$ cat src/rtl/gray_seq_monitor_pkg.sv
// Shared definitions for the Gray sequence monitor.
//   - state encoding for the lock FSM
//   - the eight code words of the upstream 8-state Gray sequencer
//   - code -> position decode and legal-successor helper functions
package gray_seq_monitor_pkg;

    localparam logic [1:0] IDLE    = 2'd0;
    localparam logic [1:0] ACQUIRE = 2'd1;
    localparam logic [1:0] LOCKED  = 2'd2;

    typedef enum logic [1:0] {
        StIdle    = IDLE,
        StAcquire = ACQUIRE,
        StLocked  = LOCKED
    } state_e;

    // Code word for each sequence position.
    localparam logic [2:0] CODE_P0 = 3'b100;
    localparam logic [2:0] CODE_P1 = 3'b101;
    localparam logic [2:0] CODE_P2 = 3'b111;
    localparam logic [2:0] CODE_P3 = 3'b110;
    localparam logic [2:0] CODE_P4 = 3'b010;
    localparam logic [2:0] CODE_P5 = 3'b011;
    localparam logic [2:0] CODE_P6 = 3'b001;
    localparam logic [2:0] CODE_P7 = 3'b000;

    function automatic logic [2:0] gray_decode(input logic [2:0] code);
        logic [2:0] p;
        case (code)
            CODE_P0: p = 3'd0;
            CODE_P1: p = 3'd1;
            CODE_P2: p = 3'd2;
            CODE_P3: p = 3'd3;
            CODE_P4: p = 3'd4;
            CODE_P5: p = 3'd5;
            CODE_P6: p = 3'd6;
            default: p = 3'd7;
        endcase
        return p;
    endfunction

    // Code word that legally follows 'code'; position 7 wraps to position 0.
    function automatic logic [2:0] gray_succ(input logic [2:0] code);
        logic [2:0] n;
        case (code)
            CODE_P0: n = CODE_P1;
            CODE_P1: n = CODE_P2;
            CODE_P2: n = CODE_P3;
            CODE_P3: n = CODE_P4;
            CODE_P4: n = CODE_P5;
            CODE_P5: n = CODE_P6;
            CODE_P6: n = CODE_P7;
            default: n = CODE_P0;
        endcase
        return n;
    endfunction

endpackage

$ cat src/rtl/gray_seq_monitor_decode.sv
// gray_pos_decode: combinational step classifier.
//   code      in  : current code word
//   prev_code in  : previously sampled code word
//   pos       out : decoded position of code
//   is_succ   out : code is the legal successor of prev_code
//   is_hold   out : code repeats prev_code
module gray_pos_decode
    import gray_seq_monitor_pkg::*;
(
    input  logic [2:0] code,
    input  logic [2:0] prev_code,
    output logic [2:0] pos,
    output logic       is_succ,
    output logic       is_hold
);

    assign pos     = gray_decode(code);
    assign is_succ = (code == gray_succ(prev_code));
    assign is_hold = (code == prev_code);

endmodule

$ cat src/rtl/gray_seq_monitor.sv
// gray_seq_monitor: tracks a 3-bit Gray sequence, locks after LOCK_STEPS
// consecutive legal steps, and counts laps and step errors while locked.
//   clk       in  : rising-edge clock
//   reset_n   in  : asynchronous active-low reset
//   sample_en in  : qualifies code_in
//   code_in   in  : code word from the sequencer
//   clr_cnt   in  : synchronous clear of lap_cnt / err_cnt
//   pos       out : position of the last sampled code
//   locked    out : FSM is in LOCKED
//   step_err  out : one-cycle pulse on an illegal step while locked
//   lap_pulse out : one-cycle pulse on a locked 7 -> 0 step
//   lap_cnt   out : completed laps, wrapping
//   err_cnt   out : step errors, saturating at 255
module gray_seq_monitor
    import gray_seq_monitor_pkg::*;
#(
    parameter int unsigned LOCK_STEPS = 4,
    parameter int unsigned LAP_W      = 8
) (
    input  logic             clk,
    input  logic             reset_n,
    input  logic             sample_en,
    input  logic [2:0]       code_in,
    input  logic             clr_cnt,
    output logic [2:0]       pos,
    output logic             locked,
    output logic             step_err,
    output logic             lap_pulse,
    output logic [LAP_W-1:0] lap_cnt,
    output logic [7:0]       err_cnt
);

    localparam logic [3:0] LockSteps = 4'(LOCK_STEPS);

    state_e     state;
    logic [2:0] prev_code;
    logic [3:0] good_cnt;

    logic [2:0] dec_pos;
    logic       is_succ;
    logic       is_hold;

    gray_pos_decode u_decode (
        .code      (code_in),
        .prev_code (prev_code),
        .pos       (dec_pos),
        .is_succ   (is_succ),
        .is_hold   (is_hold)
    );

    always_ff @(posedge clk or negedge reset_n) begin
        if (!reset_n) begin
            state     <= StIdle;
            prev_code <= CODE_P0;
            pos       <= 3'd0;
            good_cnt  <= 4'd0;
            locked    <= 1'b0;
            step_err  <= 1'b0;
            lap_pulse <= 1'b0;
            lap_cnt   <= '0;
            err_cnt   <= 8'd0;
        end else begin
            step_err  <= 1'b0;
            lap_pulse <= 1'b0;
            if (sample_en) begin
                prev_code <= code_in;
                pos       <= dec_pos;
                case (state)
                    StIdle: begin
                        good_cnt <= 4'd0;
                        locked   <= 1'b0;
                        state    <= StAcquire;
                    end
                    StAcquire: begin
                        if (is_succ) begin
                            if (good_cnt + 4'd1 == LockSteps) begin
                                good_cnt <= 4'd0;
                                locked   <= 1'b1;
                                state    <= StLocked;
                            end else begin
                                good_cnt <= good_cnt + 4'd1;
                            end
                        end else if (!is_hold) begin
                            good_cnt <= 4'd0;
                        end
                    end
                    StLocked: begin
                        if (is_succ) begin
                            // Only the 7 -> 0 step completes a lap.
                            if (code_in == CODE_P0) begin
                                lap_pulse <= 1'b1;
                                lap_cnt   <= lap_cnt + LAP_W'(1);
                            end
                        end else if (!is_hold) begin
                            step_err <= 1'b1;
                            if (err_cnt != 8'hFF) begin
                                err_cnt <= err_cnt + 8'd1;
                            end
                            good_cnt <= 4'd0;
                            locked   <= 1'b0;
                            state    <= StAcquire;
                        end
                    end
                    default: begin
                        good_cnt <= 4'd0;
                        locked   <= 1'b0;
                        state    <= StIdle;
                    end
                endcase
            end
            // Placed last so a clear overrides any increment on the same edge.
            if (clr_cnt) begin
                lap_cnt <= '0;
                err_cnt <= 8'd0;
            end
        end
    end

endmodule

$ cat config.mk
export PLATFORM = sky130hd
export DESIGN_NAME = gray_seq_monitor
export DESIGN_NICKNAME = d
export VERILOG_FILES = /design/src/rtl/gray_seq_monitor_pkg.sv /design/src/rtl/gray_seq_monitor_decode.sv /design/src/rtl/gray_seq_monitor.sv
export SDC_FILE = /design/constraint.sdc
export NUM_CORES = 1
export LEC_CHECK = 0
export CORE_MARGIN = 4
export CORE_UTILIZATION = 50
export CTS_BUF_LIST = sky130_fd_sc_hd__clkbuf_2
export DETAILED_ROUTE_END_ITERATION = 12
export GPL_TIMING_DRIVEN = 0
export PLACE_DENSITY = 0.82
export SYNTH_ARGS = -nofsm -noshare
export SYNTH_HDL_FRONTEND = slang
export SYNTH_HIERARCHICAL = 1
export SYNTH_SLANG_ARGS = --single-unit
$ cat constraint.sdc
create_clock -name clk -period 3.3 [get_ports clk]
set_input_delay 0.99 -clock clk [delete_from_list [all_inputs] [get_ports clk]]
set_output_delay 0.99 -clock clk [all_outputs]
set_load 0.005 [all_outputs]
## Word-level counts from Yosys, hierarchy flattened

Cells that the tools add are included.

- Register bits after elaboration: 31
- Bits in latches: 0
- Memory bits (writable): 0
- Bits in read-only memories: 0
- Input bits: 7
- Output and inout port bits: 22
- Memories: 0

- Add/subtract/negate cells: 3
- Multipliers: 0
- Divide/modulo/power cells: 0
- Magnitude comparators: 0
- Eq/ne operators: 26
- Shifts and indexed selects: 0
- Mux-type cells: 36
- Bitwise logic cells: 0
- Reductions and logical operators: 10

Operators with widths:

| operator | count |
|---|---|
| two-way mux 8 bit | 11 |
| case mux 3 bit (7 select lines) | 2 |
| equality test 3 bit (second input constant) | 8 |
| adder 8 x 1 -> 8 bit (second input constant) | 2 |
| two-way mux 4 bit | 4 |
| equality test 3 x 2 -> 1 bit (second input constant) | 4 |
| two-way mux 1 bit | 12 |
| != test 2 bit (second input constant) | 6 |
| AND reduction 5 bit | 2 |
| nonzero test 2 bit | 5 |
| two-way mux 2 bit | 4 |
| != test 8 bit (second input constant) | 1 |
| case mux 4 bit (2 select lines) | 1 |
| equality test 3 x 1 -> 1 bit (second input constant) | 2 |
| equality test 3 bit | 2 |
| case mux 2 bit (3 select lines) | 1 |
| adder 4 x 1 -> 4 bit (second input constant) | 1 |
| equality test 4 x 3 -> 1 bit (second input constant) | 1 |
| AND reduction 4 bit | 1 |
| equality test 2 x 1 -> 1 bit (second input constant) | 1 |
| equality test 2 bit (second input constant) | 1 |
| zero test 2 bit | 1 |
| case mux 1 bit (2 select lines) | 1 |
| AND reduction 2 bit | 1 |

## Longest topological paths before layout

Gate-level depths: netlist of run 1.

- Depth after elaboration: 7
- Gate-level depth with buffers: 9
- Gate-level depth less buffers: 7

## Modules after synthesis

The synthesis of run 1 kept the hierarchy.

Modules (own cells, without submodules):

| module | times used | cells each | area each (um^2) | sequential area each (um^2) |
|---|---|---|---|---|
| gray_seq_monitor | 1 | 150 | 1585.3 | 752.0 |
| gray_pos_decode | 1 | 17 | 140.1 | 0.0 |

## Least setup slack after synthesis of run 1

No wires, ideal clock.

- Path type: input -> register
- Start point: in code_in[2]
- End point: reg err_cnt[5]
- Setup time: 0.078 ns
- Arrival: 2.751 ns
- Data required time: 3.222 ns
- Slack: 0.471 ns
- Stages: 8
- Path buffers: 1
- Cells stage by stage: buf_6 xnor2_1 mux2i_1 mux2i_1 and4bb_4 nand4_4 or4_1 a21oi_1

- Word-level cells in the longest chain between the ends: 3
- Elaborated cells on any way between the ends: 5
- Classes of those cells: eq/ne: 4; reduce/logical: 1

RTL lines:

| item | line | text |
|---|---|---|
| start: declaration | gray_seq_monitor.sv:23 | `input logic [2:0] code_in,` |
| equality test 3 bit | gray_seq_monitor_decode.sv:18 | `assign is_succ = (code == gray_succ(prev_code));` |
| via is_succ | gray_seq_monitor.sv:40 | `logic is_succ;` |
| != test 2 bit (no source line) | - |  |
| AND reduction 5 bit (no source line) | - |  |
| end signal: assignment | gray_seq_monitor.sv:97 | `err_cnt <= err_cnt + 8'd1;` |
| end: declaration | gray_seq_monitor.sv:30 | `output logic [7:0] err_cnt` |

The timed path passes the listed nets, and every way through them passes these cells.
A chain may end at the register's enable or synchronous reset.

## Worst setup path after layout of run 1

- Start point: in code_in[2]
- End point: reg lap_cnt[7]

- Word-level cells in the longest chain between the ends: 3
- Elaborated cells on any way between the ends: 5
- Classes of those cells: eq/ne: 2; reduce/logical: 3

RTL lines:

| item | line | text |
|---|---|---|
| equality test 3 bit | gray_seq_monitor_decode.sv:18 |  |
| via is_succ | gray_seq_monitor.sv:40 |  |
| nonzero test 2 bit (no source line) | - |  |
| AND reduction 4 bit (no source line) | - |  |
| end signal: assignment | gray_seq_monitor.sv:92 | `lap_cnt <= lap_cnt + LAP_W'(1);` |
| end: declaration | gray_seq_monitor.sv:29 | `output logic [LAP_W-1:0] lap_cnt,` |

The timed path passes the listed nets, and every way through them passes these cells.

==> results of run 1 <==
per-layer routing:
metal	up-vias	GRT usage	share of wire
met5	-	0	0
met4	0	0.07360	0.012
met3	6	0.04722	0.063
met2	44	0.2958	0.49
met1	693	0.2169	0.43
li1	667	-	-
report_power, final:
part	switching [mW]	internal (mW)	total, mW
clock network	0.124	0.0453	0.169
registers	0.0132	0.385	0.398
logic	0.0690	0.0665	0.136
metrics by stage:
| stage | instances | worst slack (ns) | hold slack, ns | instance area [sq um] |
|---|---|---|---|---|
| after floorplan | 167 | 0.4712 | 0.5054 | 1725 |
| after global placement | 240 | -0.3281 | 0.4911 | 2053 |
| after detailed placement | 240 | -0.3804 | 0.4956 | 2053 |
| after CTS | 248 | 0.08560 | 0.5291 | 2093 |
| after global routing | 249 | 0.01845 | 0.5601 | 2096 |
| final | 249 | 0.1264 | 0.5217 | 2096 |
state kept, by name (all words and copies together), names as in the netlist:
signal and flops:
err_cnt 8, lap_cnt 8, good_cnt 4, pos 3, prev_code 3, lap_pulse 1
locked 1, state 1, step_err 1
path summary, 6_finish.rpt:
kind / end
setup / recovery: lap_cnt[7]
hold / removal: pos[2]
setup reg to reg: lap_cnt[7]
hold reg to reg: pos[2]
max in group asynchronous: prev_code[1]
min in group asynchronous: locked
cell type report:
cell class	count	area, sq um
inverters	10	37.54
clock inverters	3	11.26
clock buffers	5	25.02
fillers	292	1241
flip-flops and latches	30	752.0
repair buffers	28	272.8
multi-input cells	121	908.4
well taps	46	57.56
plain buffers	6	31.28
cells in the mapped netlist, drive strengths merged, types with 4 or more instances:
library cell and instances:
dfrtp 29, xor2 13, nor2 12, inv 10, a21oi 9, mux2 8, ha 7, nand4 7
and3 5, mux2i 5, nand3 5, o21ai 5, nand2 4, nor2b 4, nor3 4
worst max-delay path, stage by stage:
cell and delay, ns:
clkdlybuf4s50_1 0.47, buf_6 0.17, nor3b_1 0.22, mux2i_1 0.12, mux2i_2 0.29, nor4bb_1 0.28, clkbuf_1 0.29, nand3_1 0.13
or3_1 0.36, a21oi_1 0.14
logic make-up (layout without fill, tap and decap cells):
kind of cell / Yosys count / count (layout) / share of synthesized area
XOR/XNOR: 16 / 16 / 0.08122
buffers and inverters: 16 / 52 / 0.03988
multiplexers: 13 / 13 / 0.08122
AO/OA/AOI/OAI: 28 / 28 / 0.1081
AND/OR/NAND/NOR: 57 / 57 / 0.2030
flip-flops: 30 / 30 / 0.4358
adder cells (fa/ha/maj): 7 / 7 / 0.05076
repair_timing:
| action | 4_1_cts | 5_1_grt |
|---|---|---|
| pin swaps | 0 | 0 |
| buffers inserted | 0 | 1 |
| setup endpoints to repair | 1 | 1 |
| cloned | 0 | 0 |
| resized for setup | 1 | 0 |
==> flow_summary_export.csv, run 1 <==
group,metric,value,unit
critical_path,r2r_start,"prev_code[2]",
place,portBuffers,27,
critical_path,cp_max_fo,7,
cells_and_area,drive_gt1_frac,0.1182,
floorplanning,rows,21,
timing,setup_violations,0,
place,dp_hpwl,2596,um
timing,rsz0062_at_grt,"no",
critical_path,required,3.59,ns
floorplanning,die_w,66.75,um
critical_path,endpoint_kind,"flop",
routing,dr.pass1.iters,4,
synth,synth_area_leaders,"dfrtp_1, xor2_1, mux2_2, ha_1, mux2i_1",
run,cap_violations,0,
timing,slew-limit-headroom,0.5672,
global_routing,grt_antenna_before_repair,0,
clock_tree,cts_tree,"yes",
critical_path,cp-startpoint,"code_in[2]",
cells_and_area,diodes,0,
global_routing,grt_pass1_wl,6141,um
critical_path,rrSetupSlack,0.88,ns
clock_tree,cts_buffers,5,
synth,synth_top_cell_by_area,"dfrtp_1",
cells_and_area,area.growth.synth_to_final,21.46,%
synth,ys_seq_area_frac,0.4358,
routing,routed_wl,3568,um
synth,synth_enable_flop_cells,0,
power,vdd_ir_drop_max,0.1941,mV
timing,tightest_slew,0.6492,ns
critical_path,crit_type,"in -> reg",
synth,synth_area,0.001725,sq mm
cells_and_area,utilization,0.6280,
min_path,hold_depth,1,
routing,route.detailed.drc,0,
cells_and_area,nNetsFinal,216,
cells_and_area,layout_commonest_cell,"dfrtp_1",
synth,synthCells,167,
synth,syn_nets,181,
synth,syn_avg_cell_area,10.33,sq um
routing,first_iter_violations,47,
status,status,"completed",
timing,fin_setup_tns,0,ns
timing,timing.final.crit_share,0.9617,
cells_and_area,final_cell_mix,"dfrtp_1, clkdlybuf4s50_1, xor2_1, nor2_1, inv_1",
routing,num_vias,1410,
global_routing,grt_pass1_vias,1439,
clock_tree,path_clk_slew,0.15,ns
global_routing,grt_max_degree,31,
power,power.density,335.3,mW/mm^2
global_routing,grt_overflow_total,0,
clock_tree,h-tree-depth,2,
global_routing,grt_usage,0.1780,
critical_path,ff2ff_path_depth,8,
floorplanning,ios,29,
floorplanning,fp.dieH,66.75,um
floorplanning,initial_core_util,0.5171,
timing,clock.fmax,0.3151,GHz
clock_tree,clockBufferDepth,2,
clock_tree,insertion_delay,0.35,ns
synth,synth_seq_cells,30,
power,leakage,0.9325,nW
routing,ant_nets,0,
min_path,holdCritPathClass,"reg -> reg",
synth,ys.flop_type,"dfrtp_1",
place,gp_congestion,0.8246,
timing,maxSlewViolCount,0,
timing,hold_viol_final,0,
critical_path,cp_data_arrival_time,3.46,ns
clock_tree,cts_root_buffer,"clkbuf_2",
synth,yosys.area.top_type_share,0.4206,
power,finalPower,702.6,uW
floorplanning,core_region_area,0.003337,sq mm
critical_path,cp-start-kind,"input pin",
routing,via_per_inst,5.663,
clock_tree,clock_sink_count,30,
timing,clock_skew,0.01334,ns
floorplanning,die-area,0.004455,sq mm
timing,min_period,3.174,ns
synth,synth_cell_types,45,
clock_tree,hold_buffers,0,
synth,synthArstFlopShare,1.000,
routing,post_drt_wl_per_cell,14.33,um
min_path,hp-start,"pos[2]",
synth,ys_warn_count,6,
(Power assumes the default switching activity.)
==> run 2, diff against run 1 <==
- SLEW_MARGIN: unset -> 20
==> flow_summary_export.csv, run 2 (synthesis gave the netlist of run 1 again) <==
group,metric,value,unit
cells_and_area,reg.largest.list,"err_cnt (8), lap_cnt (8), good_cnt (4)",
routing,first_iter_violations,67,
critical_path,cpMaxStageDelayCell,"clkdlybuf4s50_1",
floorplanning,initial_core_util,0.5171,
floorplanning,ios,29,
global_routing,grt_max_degree,31,
floorplanning,fp.dieH,66.75,um
routing,via_per_inst,5.570,
routing,num_vias,1387,
place,portBuffers,27,
clock_tree,cts_tree,"yes",
critical_path,crit_chain,"clkdlybuf4s50_1 > and3_2 > mux2i_1 > mux2i_2 > nor4bb_1 > clkbuf_1 > nand3_1 > or3_1 > a21oi_1",
cells_and_area,diodes,0,
floorplanning,rows,21,
routing,post_drt_wl_per_cell,14.25,um
clock_tree,h-tree-depth,2,
timing,rsz0062_at_grt,"no",
status,status,"completed",
place,dp_hpwl,2587,um
cells_and_area,area.growth.synth_to_final,21.46,%
timing,timing.final.crit_share,0.9730,
min_path,hold_depth,1,
place,dpl_cell_area,0.002048,sq mm
cells_and_area,drive_gt1_frac,0.1182,
clock_tree,clockBufferDepth,2,
critical_path,cpPeakStageDelay,0.65,ns
routing,route.detailed.drc,0,
clock_tree,clock_sink_count,30,
timing,fin_setup_tns,0,ns
cells_and_area,finalNonFillerCells,249,
min_path,holdCritPathClass,"reg -> reg",
cells_and_area,nNetsFinal,216,
cells_and_area,layout_commonest_cell,"dfrtp_1",
critical_path,required,3.59,ns
timing,hold_ws,0.5255,ns
floorplanning,die_w,66.75,um
critical_path,cp_max_fo,7,
critical_path,cp_data_arrival_time,3.50,ns
global_routing,grt_pass1_vias,1399,
routing,dr.pass1.iters,4,
place,dpl.cell_count,240,
cells_and_area,final_cell_mix,"dfrtp_1, clkdlybuf4s50_1, xor2_1, nor2_1, inv_1",
critical_path,cp-start-kind,"input pin",
timing,hold_viol_final,0,
clock_tree,path_clk_slew,0.16,ns
run,cap_violations,0,
global_routing,grt_antenna_before_repair,0,
clock_tree,cts_root_buffer,"clkbuf_2",
timing,slew-limit-headroom,0.5622,
cells_and_area,final_cell_area,0.002096,sq mm
timing,tightest_slew,0.6567,ns
global_routing,grt_usage,0.1769,
power,leakage,0.9325,nW
timing,min_period,3.211,ns
timing,setup_violations,0,
clock_tree,insertion_delay,0.35,ns
floorplanning,die-area,0.004455,sq mm
timing,clock_skew,0.01302,ns
critical_path,crit_type,"in -> reg",
clock_tree,cts_buffers,5,
routing,ant_nets,0,
cells_and_area,fillers,299,
timing,clock.fmax,0.3114,GHz
power,power.density,335.9,mW/mm^2
critical_path,ff2ff_path_depth,8,
global_routing,grt_overflow_total,0,
power,vdd_ir_drop_max,0.1915,mV
critical_path,endpoint_kind,"flop",
floorplanning,core_region_area,0.003337,sq mm
place,gp_congestion,0.8246,
global_routing,grt_pass1_wl,6003,um
timing,maxSlewViolCount,0,
routing,routed_wl,3549,um
[run 2: cell counts in the layout (fill, tap and decap cells not counted)]
No cell type changed its count.
[run 2: worst max-delay path, delay by kind of cell]
family	cells	cell delay [ns]
compound gates	1	0.14
simple gates	4	1.06
mux	2	0.37
buf+inv	2	0.94
[run 2: routing by layer]
metal	GRT usage	up-vias	share of wire
met5	0	-	0
met4	0.06853	0	0.013
met3	0.05902	7	0.050
met2	0.2983	33	0.48
met1	0.2060	680	0.46
li1	-	667	-
[run 2: final timing paths]
check | slack (ns) | end | start
max | 0.09 | lap_cnt[7] | code_in[1]
min | 0.53 | pos[0] | pos[0]
max reg2reg | 0.85 | lap_cnt[7] | prev_code[2]
min reg2reg | 0.53 | pos[0] | pos[0]
max in group asynchronous | 2.23 | prev_code[1] | reset_n
min in group asynchronous | 0.64 | locked | reset_n
[run 2: final cells by class]
type | instances | area, sq um | area share
Inverter | 10 | 37.54 | 0.01791
Multi-Input combinational cell | 121 | 908.4 | 0.4334
Clock buffer | 5 | 25.02 | 0.01194
Tap cell | 46 | 57.56 | 0.02746
Sequential cell | 30 | 752.0 | 0.3588
Buffer | 6 | 31.28 | 0.01493
Timing Repair Buffer | 28 | 272.8 | 0.1301
Clock inverter | 3 | 11.26 | 0.005373
[run 2: report_power, final]
| group | switching [mW] | internal [mW] | total (mW) |
|---|---|---|---|
| registers | 0.0133 | 0.385 | 0.398 |
| clock network | 0.124 | 0.0453 | 0.170 |
| logic | 0.0694 | 0.0665 | 0.136 |
[run 2: per-stage QoR]
step / total power [mW] / worst slack [ns] / util
after floorplan: 0.4922 / 0.4712 / -
after global placement: 0.5305 / -0.3281 / 0.6153
after detailed placement: 0.5384 / -0.4002 / 0.6138
after CTS: 0.7091 / 0.07743 / 0.6258
after global routing: 0.7490 / 0.01540 / 0.6280
final: 0.7039 / 0.08919 / 0.6280
[run 2: timing repair]
| action | CTS | global route |
|---|---|---|
| resized for setup | 1 | 0 |
| hold buffers | 0 | 0 |
| endpoints found under the setup margin | 1 | 1 |
| buffers inserted | 0 | 1 |
| hold endpoints to repair | 0 | 0 |
==> run 3, diff against run 2 <==
- CORE_ASPECT_RATIO: unset -> 0.6
==> flow_summary_export.csv, run 3 (synthesis gave the netlist of run 1 again) <==
group,metric,value,unit
cells_and_area,reg.largest.list,"err_cnt (8), lap_cnt (8), good_cnt (4)",
critical_path,cpMaxStageDelayCell,"clkdlybuf4s50_1",
cells_and_area,diodes,0,
timing,clock.fmax,0.3117,GHz
cells_and_area,final_cell_area,0.002101,sq mm
power,power.density,344.7,mW/mm^2
clock_tree,cts_root_buffer,"clkbuf_2",
critical_path,required,3.60,ns
critical_path,crit_chain,"clkdlybuf4s50_1 > xnor2_1 > mux2i_1 > mux2i_4 > and4bb_4 > nand4_4 > or4_1 > a21oi_1",
clock_tree,cts_buffers,5,
cells_and_area,nNetsFinal,215,
floorplanning,die_w,83.84,um
cells_and_area,utilization,0.6399,
routing,routed_wl,3473,um
routing,first_iter_violations,69,
routing,ant_nets,0,
critical_path,rrSetupSlack,0.84,ns
cells_and_area,area.growth.synth_to_final,21.75,%
status,status,"completed",
timing,clock_skew,0.01467,ns
clock_tree,cts_resized,1,
cells_and_area,drive_gt1_frac,0.1238,
routing,route.detailed.drc,0,
critical_path,cp-start-kind,"input pin",
clock_tree,hold_buffers,0,
timing,maxSlewViolCount,0,
power,seq_power_share,0.550,
routing,num_vias,1342,
power,p_int,500.2,uW
power,finalPower,724.1,uW
place,portBuffers,27,
critical_path,cp_data_arrival_time,3.51,ns
timing,setup_violations,0,
min_path,holdCritPathClass,"reg -> reg",
timing,slew-limit-headroom,0.5579,
global_routing,grt_pass1_wl,5727,um
floorplanning,rows,16,
clock_tree,insertion_delay,0.37,ns
floorplanning,initial_core_util,0.5255,
routing,post_drt_wl_per_cell,14.06,um
clock_tree,h-tree-depth,2,
floorplanning,fp.dieH,53.50,um
power,vdd_ir_drop_max,0.2259,mV
power,leakage,0.9293,nW
cells_and_area,seqCellArea,752.0,sq um
power,clockPowerShare,0.252,
power,p_comb_frac,0.198,
cells_and_area,fillers,265,
global_routing,grt_pass1_vias,1237,
timing,fin_setup_tns,0,ns
global_routing,grt_antenna_before_repair,0,
routing,via_per_inst,5.433,
cells_and_area,layout_commonest_cell,"dfrtp_1",
power,switching_share,0.3093,
global_routing,grt_usage,0.1671,
power,p_switching,223.9,uW
place,gp_congestion,0.8332,
global_routing,grt_overflow_total,0,
clock_tree,cts_tree,"yes",
timing,tightest_slew,0.6631,ns
timing,min_period,3.208,ns
clock_tree,clockBufferDepth,2,
cells_and_area,final_cell_mix,"dfrtp_1, clkdlybuf4s50_1, xor2_1, nor2_1, inv_1",
cells_and_area,multiInputGateArea,917.1,sq um
clock_tree,clock_sink_count,30,
timing,rsz0062_at_grt,"no",
routing,dr.pass1.iters,4,
timing,timing.final.crit_share,0.9722,
critical_path,cpPeakStageDelay,0.55,ns
critical_path,endpoint_kind,"flop",
place,dpl_cell_area,0.002047,sq mm
global_routing,grt_max_degree,31,
run,cap_violations,0,
floorplanning,ios,29,
floorplanning,core_region_area,0.003283,sq mm
critical_path,cp_max_fo,8,
critical_path,crit_type,"in -> reg",
timing,hold_viol_final,0,
clock_tree,path_clk_slew,0.17,ns
clock_tree,postCtsSetupRepairBufs,0,
floorplanning,die-area,0.004485,sq mm
## run 3: cell count changes in the layout (fill, tap and decap cells not counted)
| cell | delta |
|---|---|
| clkinvlp_4 | +1 |
| buf_4 | -1 |
| mux2i_4 | +1 |
| clkinv_1 | -2 |
| mux2i_2 | -1 |
| clkinv_2 | +1 |
## run 3: cell type report
type,count,area share
multi-input combinational,121,0.4366
sequential,30,0.3580
timing repair buffer,27,0.1263
tap,45,0.02680
inverter,10,0.01787
buffer,6,0.01489
clock buffer,5,0.01191
clock inverter,3,0.007743
## run 3: through the flow
step | hold slack (ns) | std cells | setup slack (ns)
floorplan | 0.5054 | 167 | 0.4712
global placement | 0.4888 | 239 | -0.2742
detailed placement | 0.5042 | 239 | -0.4670
CTS | 0.5435 | 247 | 0.09636
global route | 0.5722 | 247 | 0.0008502
finish | 0.5340 | 247 | 0.09175
## run 3: worst paths after layout
path / from / end / cells after the start
min: pos[1] / pos[1] / 1
max reg2reg: prev_code[0] / err_cnt[5] / 7
min reg2reg: pos[1] / pos[1] / 1
max: code_in[1] / err_cnt[5] / 8
min in group asynchronous: reset_n / err_cnt[0] / 1
max in group asynchronous: reset_n / step_err / 1
## run 3: layer usage
layer	track usage	up-vias	wire [um]
met4	0.08021	0	57
met3	0.04821	7	154
li1	-	666	-
met5	0	-	0
met2	0.2704	31	1546
met1	0.2108	638	1714
## run 3: worst max-delay path: cells and delay by family
family | cells | cell delay (ns)
and+or+nand+nor | 3 | 1.06
buffers and inverters | 1 | 0.55
muxes | 2 | 0.47
xor gates and xnor gates | 1 | 0.27
AOI/OAI and AO/OA | 1 | 0.16
## run 3: power groups by stage
stage | Sequential, mW | Clock (mW) | Combinational (mW)
2_1_floorplan | 0.403 | 0 | 0.0889
3_3_place_gp | 0.404 | 0 | 0.129
5_1_grt | 0.401 | 0.208 | 0.156
6_report | 0.398 | 0.182 | 0.144
4_1_cts | 0.398 | 0.192 | 0.141
3_5_place_dp | 0.405 | 0 | 0.138
